**src/rtl/ready_valid_arbiter.sv**
```systemverilog
// ready_valid_arbiter: round-robin N:1 merge of ready/valid streams
// behind a registered output slice (data, valid, source id).
module ready_valid_arbiter #(
  parameter int NUM_INTERFACES = 2,
  parameter int DATA_WIDTH     = 8,
  parameter int ID_WIDTH       =
    (NUM_INTERFACES > 1) ? $clog2(NUM_INTERFACES) : 1
) (
  input  logic                               clk,
  input  logic                               rst_n,
  input  logic [NUM_INTERFACES-1:0]          in_valid,
  output logic [NUM_INTERFACES-1:0]          in_ready,
  input  logic [NUM_INTERFACES*DATA_WIDTH-1:0] in_data,
  output logic                               out_valid,
  input  logic                               out_ready,
  output logic [DATA_WIDTH-1:0]              out_data,
  output logic [ID_WIDTH-1:0]                out_id
);

  localparam int N = NUM_INTERFACES;

  logic [ID_WIDTH-1:0]   ptr;
  logic [ID_WIDTH-1:0]   gid;
  logic [ID_WIDTH-1:0]   ptr_nxt;
  logic [N-1:0]          grant;
  logic [DATA_WIDTH-1:0] sel_data;
  logic                  found;
  logic                  load_en;
  logic                  take;

  // Slot is free when empty or when the held beat drains this cycle.
  always_comb load_en = !out_valid || out_ready;

  // Search positions ptr, ptr+1, .. with wrap; first valid wins.
  always_comb begin
    grant = '0;
    gid   = '0;
    found = 1'b0;
    for (int k = 0; k < N; k++) begin
      for (int i = 0; i < N; i++) begin
        if (!found && in_valid[i] &&
            ((int'(ptr) + k == i) || (int'(ptr) + k == i + N))) begin
          found    = 1'b1;
          grant[i] = 1'b1;
          gid      = ID_WIDTH'(i);
        end
      end
    end
  end

  always_comb begin
    sel_data = '0;
    for (int i = 0; i < N; i++) begin
      if (grant[i]) sel_data = in_data[i*DATA_WIDTH +: DATA_WIDTH];
    end
  end

  always_comb begin
    if (int'(gid) == N - 1) ptr_nxt = '0;
    else                    ptr_nxt = gid + 1'b1;
  end

  // Ready is held low during reset so no beat is consumed and then dropped.
  always_comb begin
    in_ready = '0;
    if (rst_n && load_en) in_ready = grant;
  end

  always_comb take = load_en && found;

  always_ff @(posedge clk) begin
    if (!rst_n) begin
      out_valid <= 1'b0;
      out_data  <= '0;
      out_id    <= '0;
      ptr       <= '0;
    end else if (load_en) begin
      out_valid <= found;
      if (take) begin
        out_data <= sel_data;
        out_id   <= gid;
        ptr      <= ptr_nxt;
      end
    end
  end

  a_ready_onehot: assert property (
    @(posedge clk) $onehot0(in_ready));

  a_out_hold: assert property (
    @(posedge clk) disable iff (!rst_n)
    (out_valid && !out_ready) |=>
      (out_valid && $stable(out_data) && $stable(out_id)));

endmodule

```
**config.mk**
```make
export PLATFORM = sky130hd
export DESIGN_NAME = ready_valid_arbiter
export DESIGN_NICKNAME = d
export VERILOG_FILES = /design/src/rtl/ready_valid_arbiter.sv
export SDC_FILE = /design/constraint.sdc
export NUM_CORES = 1
export LEC_CHECK = 0
export ABC_CLOCK_PERIOD_IN_PS = 1500
export CORE_MARGIN = 2
export CORE_UTILIZATION = 37
export CTS_BUF_LIST = sky130_fd_sc_hd__clkbuf_8
export CTS_CLUSTER_SIZE = 14
export DETAILED_ROUTE_END_ITERATION = 12
export HOLD_SLACK_MARGIN = 0.08
export PLACE_DENSITY = 0.88
export SLEW_MARGIN = 30
export SYNTH_ARGS = -nofsm -noshare
export SYNTH_HDL_FRONTEND = slang
export SYNTH_SLANG_ARGS = --single-unit
```
**constraint.sdc**
```tcl
create_clock -name clk -period 1.5 [get_ports clk]
set_clock_uncertainty 0.2 [all_clocks]
set_input_delay 0.45 -clock clk [delete_from_list [all_inputs] [get_ports clk]]
set_output_delay 0.45 -clock clk [all_outputs]
set_load 0.02 [all_outputs]
```
==> qor_table.md <==
| Quantity | Reported |
|:---|:---|
| # nets final | 127 |
| Number of global-route vias before repair | 650 |
| Final Max Tran Viols | 0 |
| 1st-iter DRT viols | 2 |
| Hold slack | 305 ps |
| Yosys synthesis warning count | 0 |
| Crit path required time | 850 ps |
| Max capacitance violation total | 0 |
| TritonCTS clock tree | built |
| Reg-to-reg startpoint | out_valid |
| Critical-path top delay cell | sky130_fd_sc_hd__dfxtp_2 |
| Num ports | 33 |
| Cts hold-fix bufs | 0 |
| Startpoint of the lowest-slack hold path | out_data[1] |
| Cell repeated most along the worst path | sky130_fd_sc_hd__buf_6 |
| Post-synthesis sequential area ratio | 40.1% |
| I/O Buffers | 32 |
| Post-route insts no fill | 120 |
| Leakage power figure | 0.427 nW |
| Startpoint of the most critical setup path | ptr |
| Chip Height | 42.5 um |
| RSZ-0062 raised after global routing | true |
| Final routed wire length divided by cell count | 13.7 um |
| Overall routing resource usage | 20.4% |
| Post-synthesis instance total | 63 |
| Top library cells by usage in the layout, fill and taps aside | sky130_fd_sc_hd__clkdlybuf4s50_1, sky130_fd_sc_hd__nand4_1, sky130_fd_sc_hd__buf_4 |
| Cell count of the worst hold path | 2 |
| CTS Buf Count | 3 |
| Arrival time reported for the critical path endpoint | 1040 ps |
| Count of buffers added by post-CTS timing repair for setup | 0 |
| Peak per-stage delay on the critical path | 320 ps |
| Cell area after technology mapping | 549 um^2 |
| Fraction of final layout cells with drive strength greater than 1 | 37.1% |
| Die width | 42.5 um |
| Worst hold path class | flip-flop to flip-flop |
| Pre-Repair DR Iteration Count | 4 |
| Number of cell rows | 13 |
| Transition time at the pin with the least slew margin | 247 ps |
| PnR worst setup slack | -187 ps |
| Leading cell type in the layout, fill and taps excluded | sky130_fd_sc_hd__clkdlybuf4s50_1 |
| Floorplan core area | 1350 um^2 |
| Tightest slew margin relative to the limit | 83.5% |
| Category of the worst setup path capture point | output port |
| Final count of hold timing violations | 0 |
| Synthesized area per cell | 8.72 um^2 |
| Number of clock sinks seen by CTS | 11 |
| Number of remaining DRC errors | 0 |
| Outcome | finished with violations |
| CP Class | flip-flop to output port |
| Final-layout setup total negative slack | -355 ps |
| Largest net degree at the start of global routing | 14 |
| Wire length reported by the detailed router | 1.64 mm |
| Area growth, synth to finish | 79.5% |
| Die area | 1810 um^2 |
| Clock-pin slew of the registers on the worst-case setup and hold paths | 50 ps |
| Total via count after detailed routing | 646 |
| Violated checks | setup timing |
| Maximum resistive drop on vdd | 0.598 mV |
| Critical path fanouts, max | 2 |
| Maximum achievable frequency | 593 MHz |
| Root buf cell | sky130_fd_sc_hd__clkbuf_8 |
| Series of cell instances along the critical path | buf_6 > nand2_8 > nand4_1 > inv_2 > buf_6 |
| Count of cell types in the netlist | 16 |
| Period minus WS final | 1690 ps |
| Post-Syn Nets | 84 |
| P per Cell Area | 859 nW/um^2 |
| Final worst path period share | 112% |
| First-pass GRT wire length | 2.77 mm |
| Final Setup Violations | 2 |
| Clock latency of the later-clocked register in the worst-skew pair | 240 ps |
| Antenna violations before repair | 0 |
| Number of vias per cell | 5.38 |
| Total instance count after detailed placement | 116 |
| Global route overflow | 0 |
| Register bit total from synthesis | 11 |
| Clock Path Buffers | 2 |
| Starting utilization of the core area | 40.7% |
| HPWL reported at the end of detailed placement | 1.22 mm |
| Deepest level of the CTS H-tree | 1 |
| Cell depth of the worst flop-to-flop path | 4 |
| Type of element launching the critical path | flip-flop |
| Final antenna-violating net count | 0 |
| Antenna fix cells | 0 |
| Placer's final routability congestion estimate | 0.709 |
## final cells by class
cell class | instances | area (um^2)
clock inverters | 1 | 3.75
inverters | 7 | 26.3
repair buffers | 43 | 383
fillers | 122 | 364
multi-input cells | 40 | 288
well taps | 15 | 18.8
clock buffers | 3 | 41.3
flip-flops and latches | 11 | 225
## per-layer routing
metal | up-vias | global-route usage [%] | share of wire, %
li1 | 322 | - | -
met4 | 0 | 9.38 | 1.6
met1 | 287 | 25.1 | 43
met5 | - | 0 | 0
met3 | 5 | 6.03 | 8.7
met2 | 32 | 32.6 | 47
## worst max-delay path: cells and delay by family, from the launching register on
family	cells	cell delay, ps
flip-flops	1	320
buffers and inverters	3	310
AND/OR/NAND/NOR	2	160
## cells by family (layout without fill, tap and decap cells)
| family | Yosys count | in the layout | synth area share, % |
|---|---|---|---|
| AO/OA/AOI/OAI | 19 | 19 | 21.9 |
| buffers and inverters | 12 | 54 | 13.2 |
| AND/OR/NAND/NOR | 21 | 21 | 24.8 |
| flip-flops | 11 | 11 | 40.1 |
## sequential cells by signal, summed over array words and instances (netlist names)
signal     flops
out_valid      1
ptr            1
out_data       8
out_id         1
## report_power, final
part	leakage [nW]	switching [W]	internal, W
Clock	0.0269	0.000106	0.000179
Combinational	0.308	0.000109	0.000123
Sequential	0.0918	0.0000126	0.000317
## what timing repair did
| action | 4_1_cts | 5_1_grt |
|---|---|---|
| pin swaps | 3 | 2 |
| cloned | 0 | 0 |
| endpoints found under the setup margin | 23 | 14 |
| resized for setup | 63 | 11 |
## stage by stage
| step | total power, W | util [%] | cell area, um^2 | setup WS (ps) |
|---|---|---|---|---|
| 2_1_floorplan | 0.000449 | - | 586 | -95.7 |
| 3_3_place_gp | 0.000570 | 69.9 | 943 | -1050 |
| 3_5_place_dp | 0.000574 | 69.9 | 943 | -1050 |
| 4_1_cts | 0.000856 | 73.9 | 997 | -201 |
| 5_1_grt | 0.000892 | 73.0 | 986 | -235 |
| 6_report | 0.000847 | 73.0 | 986 | -187 |
## synth_stat cells
cell type                  number  share of area, %
sky130_fd_sc_hd__nand2_2        1               1.1
sky130_fd_sc_hd__dfxtp_1       11                40
sky130_fd_sc_hd__o221ai_1       2               3.2
sky130_fd_sc_hd__buf_6          3               6.1
sky130_fd_sc_hd__buf_2          1              0.91
sky130_fd_sc_hd__o211ai_1       4               5.5
sky130_fd_sc_hd__nor2_4         1               2.0
sky130_fd_sc_hd__nand2b_2       2               3.2
sky130_fd_sc_hd__inv_1          7               4.8
sky130_fd_sc_hd__o21ai_0        6               5.5
sky130_fd_sc_hd__a21oi_1        1              0.91
sky130_fd_sc_hd__buf_4          1               1.4
sky130_fd_sc_hd__nor2b_1        1               1.1
sky130_fd_sc_hd__a31oi_1        6               6.8
sky130_fd_sc_hd__nand4_1       14                16
sky130_fd_sc_hd__nand2_1        2               1.4
## worst paths after layout
kind	end	slack, ps
max reg2reg	out_data[3]	220
min	out_data[1]	300
min reg2reg	out_data[1]	300
max	in_ready[0]	-190
No activity file was read; power rests on OpenSTA's default activity.
==> edit, RTL diff (same flow settings) <==
`NUM_INTERFACES`: 2 -> 4.
--- a/src/rtl/ready_valid_arbiter.sv
+++ b/src/rtl/ready_valid_arbiter.sv
@@ -2,5 +2,5 @@
 // behind a registered output slice (data, valid, source id).
 module ready_valid_arbiter #(
-  parameter int NUM_INTERFACES = 2,
+  parameter int NUM_INTERFACES = 4,
   parameter int DATA_WIDTH     = 8,
   parameter int ID_WIDTH       =
Ports: changed (resized in_data, in_ready, in_valid and out_id); port bits go from 33 to 54. No check against the original RTL was run, so the function may have changed too.
==> edit against the unedited design <==
  * The flow still finishes with violations (setup timing)
  * Sequential power is 34% higher
  * Wire length grew to 3.0 times the old value
  * Fmax is 17% lower
  * Design area is 100% higher
  * Sequential cell count is 2 higher
  * Largest power group is now combinational logic
  * Setup slack worse by 0.34 ns
  * Synthesized area is 68% higher
  * Via count is 120% higher
  * Largest cell class is now multi-input gates
  * Core utilization is 11 points higher
  * Synthesized cell count is 75% higher
  * Total power is 93% higher
  * Sequential share of layout area is 9.7 points lower
==> edit: results (changes against the unedited design) <==
[metrics] crit path DAT: 1.37 ns (+0.33 ns)
[metrics] Cell variety after synth: 31 (+15)
[metrics] critical path fanouts, max: 6 (+4)
[metrics] instance count after placement with tap cells included: 203 (+75%)
[metrics] routed wl met2: 2460 µm (+220%)
[metrics] Placement Setup Slack: -1.43 ns (-0.381 ns)
[metrics] register-to-register path setup slack: -0.41 ns (-0.63 ns)
[metrics] wire length of the first global-routing pass: 6380 µm (+130%)
[metrics] fraction of layout instances using a drive strength above 1: 52.4% (+15 points)
[metrics] largest net degree at the start of global routing: 17 (+3)
[metrics] Net Count, Synth: 149 (+77%)
[metrics] start point of the critical path: ptr[1]
[metrics] cell count after synthesis: 110 (+75%)
[metrics] leakage power summed over all cells: 0.000790 µW (+85%)
[metrics] run status: complete, but fails checks
[metrics] routability congestion estimate from global placement: 0.818 (+15%)
[metrics] startpoint of the worst register-to-register path: ptr[0]
[metrics] total negative slack for setup checks: -5.94 ns (-5.58 ns)
[metrics] routed via count divided by cell count: 6.29 (+17%)
[metrics] filler cell count: 136 (+11%)
[metrics] total of buffers placed on input and output ports: 53 (+66%)
[metrics] depth of the most critical reg-to-reg path: 6 (+2)
[metrics] Final WS setup: -0.523 ns (-0.336 ns)
[metrics] top post-synthesis cells by area: dfxtp_1 28%, o221ai_2 11%, a221oi_1 7.6%
[metrics] number of DRC violations after detailed-routing iteration 0: 62 (+60)
[metrics] Hold Path Origin: out_id[0]
[metrics] routed length on met1: 1780 µm (+150%)
[metrics] number of nets in the layout: 231 (+82%)
[metrics] count of cells along the worst hold path: 1 (-1)
[metrics] Detailed Place HPWL: 2590 µm (+110%)
[metrics] Max IR drop VDD: 1.09 mV (+83%)
[metrics] via count of the first global-routing pass: 1395 (+110%)
[metrics] Final setup viols: 16 (+14)
[metrics] violations in the final reports: setup timing
[metrics] routed length per placed instance: 22.2 µm (+62%)
[metrics] sum of met3 wire segment lengths after detailed routing: 311 µm (+120%)
[metrics] Reg-to-Reg End: out_data[4]
[metrics] share of the yosys chip area belonging to registers: 28.3% (-12 points)
[metrics] transition time at the pin with the least slew margin: 0.341 ns (+0.0941 ns)
[metrics] hold-critical path endpoint: out_id[0]
==> edit: critical path: stages (launching register included) <==
cell and delay (ns):
dfxtp_4 0.39, buf_6 0.13, o21ai_2 0.13, nand2_2 0.10, nor3_4 0.22, buf_6 0.15
==> edit: kinds of logic after synthesis <==
logic type	Yosys count	share of synthesized area, %
AO/OA/AOI/OAI	52	44.7
AND/OR/NAND/NOR	35	20.1
flip-flops	13	28.3
buffers and inverters	10	6.93
==> edit: layer usage <==
metal	vias up	GRT usage [%]
met4	0	23.9
met5	-	0
met1	657	31.1
met3	28	7.50
met2	104	56.3
li1	600	-
==> edit: report_power, final <==
| group | switching, µW | leakage (µW) | total (µW) | internal (µW) |
|---|---|---|---|---|
| Clock | 146 | 0.0000269 | 328 | 181 |
| Combinational | 438 | 0.000653 | 868 | 430 |
| Sequential | 40.1 | 0.000109 | 441 | 401 |
==> edit: final cells by class <==
| class | instances | share of cell area, % |
|---|---|---|
| clock inverters | 1 | 0.186 |
| multi-input cells | 87 | 42.8 |
| flip-flops and latches | 13 | 13.2 |
| clock buffers | 3 | 2.04 |
| inverters | 2 | 0.372 |
| well taps | 30 | 1.86 |
| repair buffers | 85 | 39.6 |
==> edit: per-stage QoR <==
stage / hold WS, ns / util (%) / area [µm²]
after floorplan: 0.379 / - / 992
after global routing: 0.338 / 83.9 / 2020
after detailed placement: 0.293 / 67.5 / 1630
after CTS: 0.312 / 79.9 / 1930
final: 0.308 / 83.9 / 2020
after global placement: 0.286 / 67.5 / 1630
==> edit: timing repair <==
action                     4_1_cts  5_1_grt
setup buffers                   13        4
pin swaps                       17        9
gates resized for setup        125       16
setup endpoints to repair       28       22
hold buffers                     0        0
